### config.mk
export PLATFORM = sky130hd
export DESIGN_NAME = subtractor_pipe
export DESIGN_NICKNAME = d
export VERILOG_FILES = /design/src/rtl/subtractor_pipe.sv
export SDC_FILE = /design/constraint.sdc
export NUM_CORES = 1
export LEC_CHECK = 0
export CAP_MARGIN = 20
export CORE_UTILIZATION = 40
export DETAILED_ROUTE_END_ITERATION = 6
export PLACE_DENSITY_LB_ADDON = 0.08
export SYNTH_ARGS = -nofsm -noshare
export SYNTH_HDL_FRONTEND = slang
export SYNTH_SLANG_ARGS = --single-unit
### constraint.sdc
create_clock -name CLK -period 4.9 [get_ports CLK]
set_input_delay 0.98 -clock CLK [delete_from_list [all_inputs] [get_ports CLK]]
set_output_delay 0.98 -clock CLK [all_outputs]
set_load 0.02 [all_outputs]
### src/rtl/subtractor_pipe.sv
// ---------------------------------------------------------------------------
// subtractor_pipe
//
// Pipelined unsigned subtractor with valid/ready handshaking. The operands are
// split into SEG_W-bit segments. Stage k resolves segment k of DIFF using the
// borrow produced by stage k-1. The upper operand segments travel down the
// pipe alongside the partial result, so every stage works on one transaction.
// The final stage registers are the outputs.
//
// Parameters
//   WIDTH  operand/result width (positive multiple of SEG_W)
//   SEG_W  bits resolved per stage; STAGES = WIDTH / SEG_W = latency
//
// Ports
//   CLK         clock, rising edge
//   RST         synchronous active-high reset
//   IN_VALID    operand pair offered
//   IN_READY    operand pair accepted this cycle (combinational)
//   A, B        minuend, subtrahend
//   OUT_VALID   result present
//   OUT_READY   consumer takes the result
//   DIFF        A-B modulo 2^WIDTH
//   BORROW_OUT  unsigned A<B
//   EQ          A==B
//   OVF, SLT    signed overflow / signed A<B; present only when the macro
//               SUBTRACTOR_SIGNED_FLAGS_EN is defined
// ---------------------------------------------------------------------------
module subtractor_pipe #(
    parameter int WIDTH = 8,
    parameter int SEG_W = 4
) (
    input  logic             CLK,
    input  logic             RST,
    input  logic             IN_VALID,
    output logic             IN_READY,
    input  logic [WIDTH-1:0] A,
    input  logic [WIDTH-1:0] B,
    output logic             OUT_VALID,
    input  logic             OUT_READY,
    output logic [WIDTH-1:0] DIFF,
    output logic             BORROW_OUT,
    output logic             EQ
`ifdef SUBTRACTOR_SIGNED_FLAGS_EN
    ,
    output logic             OVF,
    output logic             SLT
`endif
);

    localparam int STAGES = WIDTH / SEG_W;

    // Stage registers; index k holds the state after stage k.
    logic [STAGES-1:0] valid_r;
    logic [WIDTH-1:0]  a_r    [STAGES];
    logic [WIDTH-1:0]  b_r    [STAGES];
    logic [WIDTH-1:0]  diff_r [STAGES];
    logic [STAGES-1:0] borrow_r;
    logic [STAGES-1:0] eq_r;

    // Inputs seen by each stage: stage 0 takes the ports, stage k the
    // registers of stage k-1.
    logic [STAGES-1:0] src_valid_s;
    logic [WIDTH-1:0]  src_a_s    [STAGES];
    logic [WIDTH-1:0]  src_b_s    [STAGES];
    logic [WIDTH-1:0]  src_diff_s [STAGES];
    logic [STAGES-1:0] src_borrow_s;
    logic [STAGES-1:0] src_eq_s;

    // Combinational result of each stage.
    logic [SEG_W:0]    seg_s      [STAGES];
    logic [WIDTH-1:0]  diff_nxt_s [STAGES];
    logic [STAGES-1:0] borrow_nxt_s;
    logic [STAGES-1:0] eq_nxt_s;

    logic advance_s;

    // The whole pipe moves together whenever the output slot is free or taken.
    always_comb begin
        advance_s = !valid_r[STAGES-1] || OUT_READY;
    end

    assign IN_READY = advance_s;

    // Route each stage's source: ports for stage 0, previous registers otherwise.
    always_comb begin
        src_valid_s     = {STAGES{1'b0}};
        src_borrow_s    = {STAGES{1'b0}};
        src_eq_s        = {STAGES{1'b0}};
        src_a_s[0]      = A;
        src_b_s[0]      = B;
        src_diff_s[0]   = {WIDTH{1'b0}};
        src_valid_s[0]  = IN_VALID;
        src_borrow_s[0] = 1'b0;
        src_eq_s[0]     = 1'b1;
        for (int k = 1; k < STAGES; k++) begin
            src_a_s[k]      = a_r[k-1];
            src_b_s[k]      = b_r[k-1];
            src_diff_s[k]   = diff_r[k-1];
            src_valid_s[k]  = valid_r[k-1];
            src_borrow_s[k] = borrow_r[k-1];
            src_eq_s[k]     = eq_r[k-1];
        end
    end

    // Per-stage segment subtract; the extra MSB of seg_s is the borrow out.
    always_comb begin
        borrow_nxt_s = {STAGES{1'b0}};
        eq_nxt_s     = {STAGES{1'b0}};
        for (int k = 0; k < STAGES; k++) begin
            seg_s[k] = {1'b0, src_a_s[k][k*SEG_W +: SEG_W]}
                     - {1'b0, src_b_s[k][k*SEG_W +: SEG_W]}
                     - {{SEG_W{1'b0}}, src_borrow_s[k]};
            diff_nxt_s[k] = src_diff_s[k];
            diff_nxt_s[k][k*SEG_W +: SEG_W] = seg_s[k][SEG_W-1:0];
            borrow_nxt_s[k] = seg_s[k][SEG_W];
            eq_nxt_s[k]     = src_eq_s[k] &
                              (src_a_s[k][k*SEG_W +: SEG_W] == src_b_s[k][k*SEG_W +: SEG_W]);
        end
    end

    // Stage registers: clear on reset, load on advance, otherwise hold.
    always_ff @(posedge CLK) begin
        if (RST) begin
            valid_r  <= {STAGES{1'b0}};
            borrow_r <= {STAGES{1'b0}};
            eq_r     <= {STAGES{1'b0}};
            for (int k = 0; k < STAGES; k++) begin
                a_r[k]    <= {WIDTH{1'b0}};
                b_r[k]    <= {WIDTH{1'b0}};
                diff_r[k] <= {WIDTH{1'b0}};
            end
        end else if (advance_s) begin
            valid_r  <= src_valid_s;
            borrow_r <= borrow_nxt_s;
            eq_r     <= eq_nxt_s;
            for (int k = 0; k < STAGES; k++) begin
                a_r[k]    <= src_a_s[k];
                b_r[k]    <= src_b_s[k];
                diff_r[k] <= diff_nxt_s[k];
            end
        end else begin
            valid_r  <= valid_r;
            borrow_r <= borrow_r;
            eq_r     <= eq_r;
        end
    end

    assign OUT_VALID  = valid_r[STAGES-1];
    assign DIFF       = diff_r[STAGES-1];
    assign BORROW_OUT = borrow_r[STAGES-1];
    assign EQ         = eq_r[STAGES-1];

`ifdef SUBTRACTOR_SIGNED_FLAGS_EN
    logic ovf_s;
    logic slt_s;
    logic ovf_r;
    logic slt_r;

    // Signed overflow: operand signs differ and the result sign differs from A.
    always_comb begin
        ovf_s = (src_a_s[STAGES-1][WIDTH-1] ^ src_b_s[STAGES-1][WIDTH-1]) &
                (diff_nxt_s[STAGES-1][WIDTH-1] ^ src_a_s[STAGES-1][WIDTH-1]);
        slt_s = diff_nxt_s[STAGES-1][WIDTH-1] ^ ovf_s;
    end

    // Signed flags share the final stage's timing and hold behaviour.
    always_ff @(posedge CLK) begin
        if (RST) begin
            ovf_r <= 1'b0;
            slt_r <= 1'b0;
        end else if (advance_s) begin
            ovf_r <= ovf_s;
            slt_r <= slt_s;
        end else begin
            ovf_r <= ovf_r;
            slt_r <= slt_r;
        end
    end

    assign OVF = ovf_r;
    assign SLT = slt_r;
`endif

endmodule

==> results of run 1 <==
==> state kept, by name (all words and copies together) (netlist names) <==
signal and count:
b_r 4, diff_r 12, eq_r 2, borrow_r 2, a_r 4, valid_r 2
==> per-stage QoR <==
step	std cells	worst slack [ps]
2_1_floorplan	119	2442
3_5_place_dp	191	1319
6_report	195	1319
3_3_place_gp	191	1324
4_1_cts	195	1323
5_1_grt	195	1207
==> where the power goes <==
part,internal (mW),switching [mW]
Combinational,0.0616,0.0580
Clock,0.0453,0.0596
Sequential,0.261,0.00826
==> cells in the mapped netlist (2+ instances only) <==
cell      instances
edfxtp_1         20
inv_1            20
and3_1           12
ha_1             10
nor2_1            8
nand2_1           7
dfxtp_1           6
a21oi_1           5
fa_1              3
nor3_1            3
o21ai_0           3
xor2_1            3
and4_1            2
nand3_1           2
nor2b_1           2
==> worst paths after layout <==
check / end / slack, ps / cells past startpoint
max reg2reg: diff_r[0][15] / 2950 / 7
min: valid_r[0] / 470 / 2
max: IN_READY / 1320 / 4
min reg2reg: valid_r[0] / 470 / 2
==> critical path, stage by stage <==
cell and delay, ps:
clkdlybuf4s50_1 500, nor2b_4 70, inv_1 350, clkdlybuf4s50_1 690
==> cells in the final DEF (no fill, tap or decap), drive strengths merged <==
master         netlist  routed
a21boi               1       1
a21oi                5       5
a311oi               1       1
a31oi                1       1
a32o                 1       1
and3                12      12
and4                 2       2
clkbuf               1       4
clkdlybuf4s50        0      31
dfxtp                6       6
edfxtp              20      20
fa                   3       3
ha                  10      10
inv                 20      20
nand2                7       7
nand3                2       2
nand3b               1       1
nor2                 8       8
nor2b                3       3
nor3                 3       3
nor3b                1       1
o21ai                3       3
or3                  1       1
or4                  1       1
xnor2                1       1
xor2                 3       3
==> area by class of cell <==
class,count,area (um^2)
sequential,26,720.7
multi-input combinational,70,521.8
tap,44,55.05
timing repair buffer,31,310.3
clock buffer,4,36.28
inverter,20,75.07
fill,312,1384
==> layer usage <==
layer  routed length [um]  vias to the layer above
met5                    0                        -
met4                   19                        0
met1                 1041                      448
li1                     -                      477
met3                  100                        2
met2                 1153                       27
==> logic make-up after synthesis <==
kind of cell	synth area share [%]
AOI/OAI and AO/OA	5.426
adders and majority gates	13.84
and+or+nand+nor	17.12
DFF	53.88
xor gates and xnor gates	2.620
buffers and inverters	7.109
==> summary.txt, run 1 <==
Floorplanning
  • Initial Util: 43.10%
  • Num rows: 20
  • Die width: 59.83 um
  • Core box area: 3103 um^2
  • Die Y: 59.83 um
  • Die Area: 3579 um^2
  • I/O pin cnt: 32

Timing
  • RSZ-0062 raised after global routing: no
  • Fmax: 279.3 MHz
  • Slew Limit Headroom: 46.19%
  • Fin. Hold Viols: 0
  • Post-layout min period: 3581 ps
  • Setup violations, final: 0
  • Final TNS setup: 0 ps
  • Worst slew pin tran: 805.3 ps
  • Layout Skew: 4.812 ps
  • Max Slew Vio Count: 0
  • Final period utilization: 73.08%
  • Final hold slack: 467.9 ps

Logic synthesis
  • Netlist Area Pre-Place: 1338 um^2
  • Post-Synthesis Cells: 119
  • Yosys top cell by area: edfxtp_1
  • Post-synth top area share: 44.90%
  • Fraction of registers with async set/reset: 0%
  • Synth top area cells: edfxtp_1 (45%), ha_1 (9.4%), dfxtp_1 (9.0%)
  • Synth warn: 0
  • Yosys cell types: 28
  • FF+latch count, synth: 26
  • Top FF cell, synth: edfxtp_1
  • Post-synthesis sequential area ratio: 53.88%
  • Synth Net Count: 152
  • Syn Area/Cell: 11.24 um^2
  • Post-synth EDFFs: 20

Worst setup path
  • Crit path required time: 3920 ps
  • Worst-path maximum fanout: 18
  • Crit. Startpoint: OUT_READY
  • Crit path capture type: primary output
  • Crit start category: input pin
  • RR Startpoint: borrow_r[0]
  • Setup Crit Path Kind: in -> out
  • WP data arrival: 2600 ps

Place
  • Number of port buffers: 31
  • GPL Wtd Cong: 0.7433
  • Post-DP Area: 1683 um^2
  • Placed wire-length estimate: 1746 um

Clocking
  • Root buffer cell: clkbuf_4
  • Post-cts repair resize count: 0
  • Post-CTS Setup Repair Bufs: 0
  • Number of CTS-inserted buffers: 3
  • H-tree depth: 1
  • Clock buffer depth: 2
  • TritonCTS sink count: 26
  • # hold bufs at CTS: 0
  • CTS tree: built
  • Clock Latency Late Sink: 310 ps
  • Clk pin slew, worst setup/hold paths: 140 ps

Global route
  • Largest net degree at the start of global routing: 21
  • GRT met2 Usage: 25.56%
  • Antenna violations before repair: 0
  • Grt peak-use layer: met2
  • Routing usage on met1: 17.36%
  • Grt total ovfl: 0
  • Number of global-route vias before repair: 957
  • First-pass GRT wire length: 3815 um
  • Total track usage: 14.62%
  • M3 GR Usage: 2.597%

Routing
  • Final ANT Viol Nets: 0
  • DRT Wirelength: 2314 um
  • Initial drt markers: 29
  • Vias per cell: 4.892
  • Wirelength per Cell: 11.87 um
  • Routed via count: 954
  • Drt first pass iters: 4
  • DR DRC count: 0

Min path
  • HP Class: reg -> reg
  • Hold_sp: valid_r[0]

Layout
  • Post-route core utilization: 55.40%
  • Antenna Cells: 0
  • Area growth syn-to-layout: 28.53%
  • Design area: 1719 um^2
  • Nets: 185
  • Layout cell share with drive strength beyond 1: 3.311%

Pwr
  • Total power: 0.4937 mW
  • Leakage: 0.7590 nW
  • Max rail drop VDD: 0.0001162 V
  • PwrDens: 287.2 nW/um^2

Run
  • Max_cap viols: 0

Status
  • Status: completed
(Power assumes the default switching activity.)
==> inputs of run 2 (changes only) <==
==> constraint.sdc (replaced) <==
create_clock -name CLK -period 3.27 [get_ports CLK]
set_input_delay 0.654 -clock CLK [delete_from_list [all_inputs] [get_ports CLK]]
set_output_delay 0.654 -clock CLK [all_outputs]
set_load 0.02 [all_outputs]
==> summary.txt, run 2 (synthesis results as in run 1) <==
Status
  • Status: completed

Worst setup path
  • Reg2Reg Setup Slack: 1330 ps (-1620 ps)
  • Crit path required time: 2620 ps (-1300 ps)
  • Worst-path maximum fanout: 9 (-9)
  • CP peak stage delay: 550 ps (-140 ps)
  • Worst flop-to-flop path endpoint: borrow_r[1]
  • Worst path most repeated cell: clkdlybuf4s50_1
  • Crit-path cells: clkdlybuf4s50_1 > nor2b_4 > inv_1 > clkdlybuf4s50_1
  • Setup Crit Path Kind: in -> out
  • Crit start category: input pin
  • CP top delay family: buffers and inverters
  • RR Startpoint: b_r[0][4]
  • WP data arrival: 2000 ps (-600 ps)
  • Slowest CP cell: clkdlybuf4s50_1
  • WP buf/inv: 3 (unchanged)
  • Worst reg2reg path depth: 7 (unchanged)
  • Crit path capture type: primary output

Timing
  • Slew Limit Headroom: 74.79% (+29 points)
  • Fmax: 376.6 MHz
  • Worst slew pin tran: 377.7 ps (-427.5 ps)
  • Max Slew Vio Count: 0 (unchanged)
  • Final WS setup: 614.9 ps (-704.2 ps)
  • Final hold slack: 474.3 ps (+6.349 ps)
  • Fin. Hold Viols: 0 (unchanged)
  • Final period utilization: 81.20%
  • Layout Skew: 4.033 ps (-0.7789 ps)
  • RSZ-0062 raised after global routing: no
  • Post-layout min period: 2655 ps
  • Final TNS setup: 0 ps (unchanged)
  • Setup violations, final: 0 (unchanged)

Routing
  • Final ANT Viol Nets: 0 (unchanged)
  • Vias per cell: 4.822 (-1.4%)
  • Wirelength per Cell: 11.94 um (+0.61%)
  • Initial drt markers: 26 (-10%)
  • DRT Wirelength: 2352 um (+1.6%)
  • Drt first pass iters: 4 (unchanged)
  • DR DRC count: 0 (unchanged)
  • Routed via count: 950 (-0.42%)

Min path
  • HP Class: reg -> reg
  • Worst hold stages: 2 (unchanged)
  • Hold Path End: valid_r[0]
  • Hold_sp: valid_r[0]

Pwr
  • Total power: 0.8002 mW (+62%)
  • PwrDens: 457.2 nW/um^2 (+59%)
  • Leakage: 0.7744 nW (+2.0%)
  • Max rail drop VDD: 0.0001785 V (+54%)

Layout
  • Most common cell after layout, fill and taps aside: clkdlybuf4s50_1
  • Area growth syn-to-layout: 30.87%
  • Layout cell share with drive strength beyond 1: 4.575% (+1.3 points)
  • Regs by FF count: diff_r x12, a_r x4, b_r x4
  • Design area: 1750 um^2 (+1.8%)
  • Nets: 187 (+1.1%)
  • Commonest cells after routing, fill and taps aside: clkdlybuf4s50_1 (31), inv_1 (20), edfxtp_1 (20)
  • Largest register FFs: 12 (unchanged)
  • FILL cells: 283 (-9.3%)
  • Finished Layout Cells: 197 (+1.0%)
  • Largest Register: diff_r
  • Post-route core utilization: 56.41% (+1.0 points)
  • Antenna Cells: 0 (unchanged)

Run
  • Max_cap viols: 0 (unchanged)

Place
  • Number of port buffers: 31 (unchanged)
  • Cells after DPL: 193 (+1.0%)
  • Placed wire-length estimate: 1780 um (+1.9%)
  • GPL Wtd Cong: 0.8023 (+7.9%)
  • Pre-CTS worst setup slack: 619.9 ps (-699.0 ps)
  • Post-DP Area: 1698 um^2 (+0.89%)

Global route
  • Number of global-route vias before repair: 871 (-9.0%)
  • First-pass GRT wire length: 3781 um (-0.89%)
  • Antenna violations before repair: 0 (unchanged)
  • Largest net degree at the start of global routing: 16 (-24%)
  • Total track usage: 14.47% (-0.15 points)
  • Grt total ovfl: 0 (unchanged)

Floorplanning
  • Die Y: 59.83 um (unchanged)
  • Die width: 59.83 um (unchanged)
  • Initial Util: 43.10% (unchanged)
  • Num rows: 20 (unchanged)
  • Die Area: 3579 um^2 (unchanged)
  • Core box area: 3103 um^2 (unchanged)
  • I/O pin cnt: 32 (unchanged)

Clocking
  • # hold bufs at CTS: 0 (unchanged)
  • Clock buffer depth: 2 (unchanged)
  • Post-cts repair resize count: 0 (unchanged)
  • CTS tree: built
  • Clock Latency Late Sink: 310 ps (about the same)
  • H-tree depth: 1 (unchanged)
  • Number of CTS-inserted buffers: 3 (unchanged)
  • TritonCTS sink count: 26 (unchanged)
  • Clk pin slew, worst setup/hold paths: 140 ps (about the same)
  • Post-CTS Setup Repair Bufs: 0 (unchanged)
  • Root buffer cell: clkbuf_4
run 2: area by class of cell:
class                           count  area [um^2]  area share [%]
Clock buffer                        3        22.52           1.287
Clock inverter                      1        30.03           1.716
Inverter                           20        75.07           4.289
Multi-Input combinational cell     70        521.8           29.81
Sequential cell                    26        720.7           41.17
Tap cell                           44        55.05           3.145
Timing Repair Buffer               33        325.3           18.58
run 2: layer usage:
metal	up-vias	part of all wire, %	GRT usage [%]
met5	-	0	0
met3	2	4.5	2.597
met4	0	0.85	4.983
li1	475	-	-
met2	27	48	24.29
met1	446	46	18.72
run 2: where the power goes:
| group | switching, mW | internal, mW |
|---|---|---|
| sequential | 0.0118 | 0.391 |
| clock | 0.0948 | 0.124 |
| combinational | 0.0862 | 0.0929 |
run 2: worst max-delay path by stage:
stage | end | startpoint | cells after the start
finish | IN_READY | OUT_READY | 4
detailed placement | IN_READY | OUT_READY | 4
global route | IN_READY | OUT_READY | 4
global placement | IN_READY | OUT_READY | 4
floorplan | IN_READY | OUT_READY | 4
CTS | IN_READY | OUT_READY | 4
run 2: worst min-delay path: stages (launching register included):
cell and delay [ps]:
dfxtp_1 340, nand2_1 50, a21oi_1 50
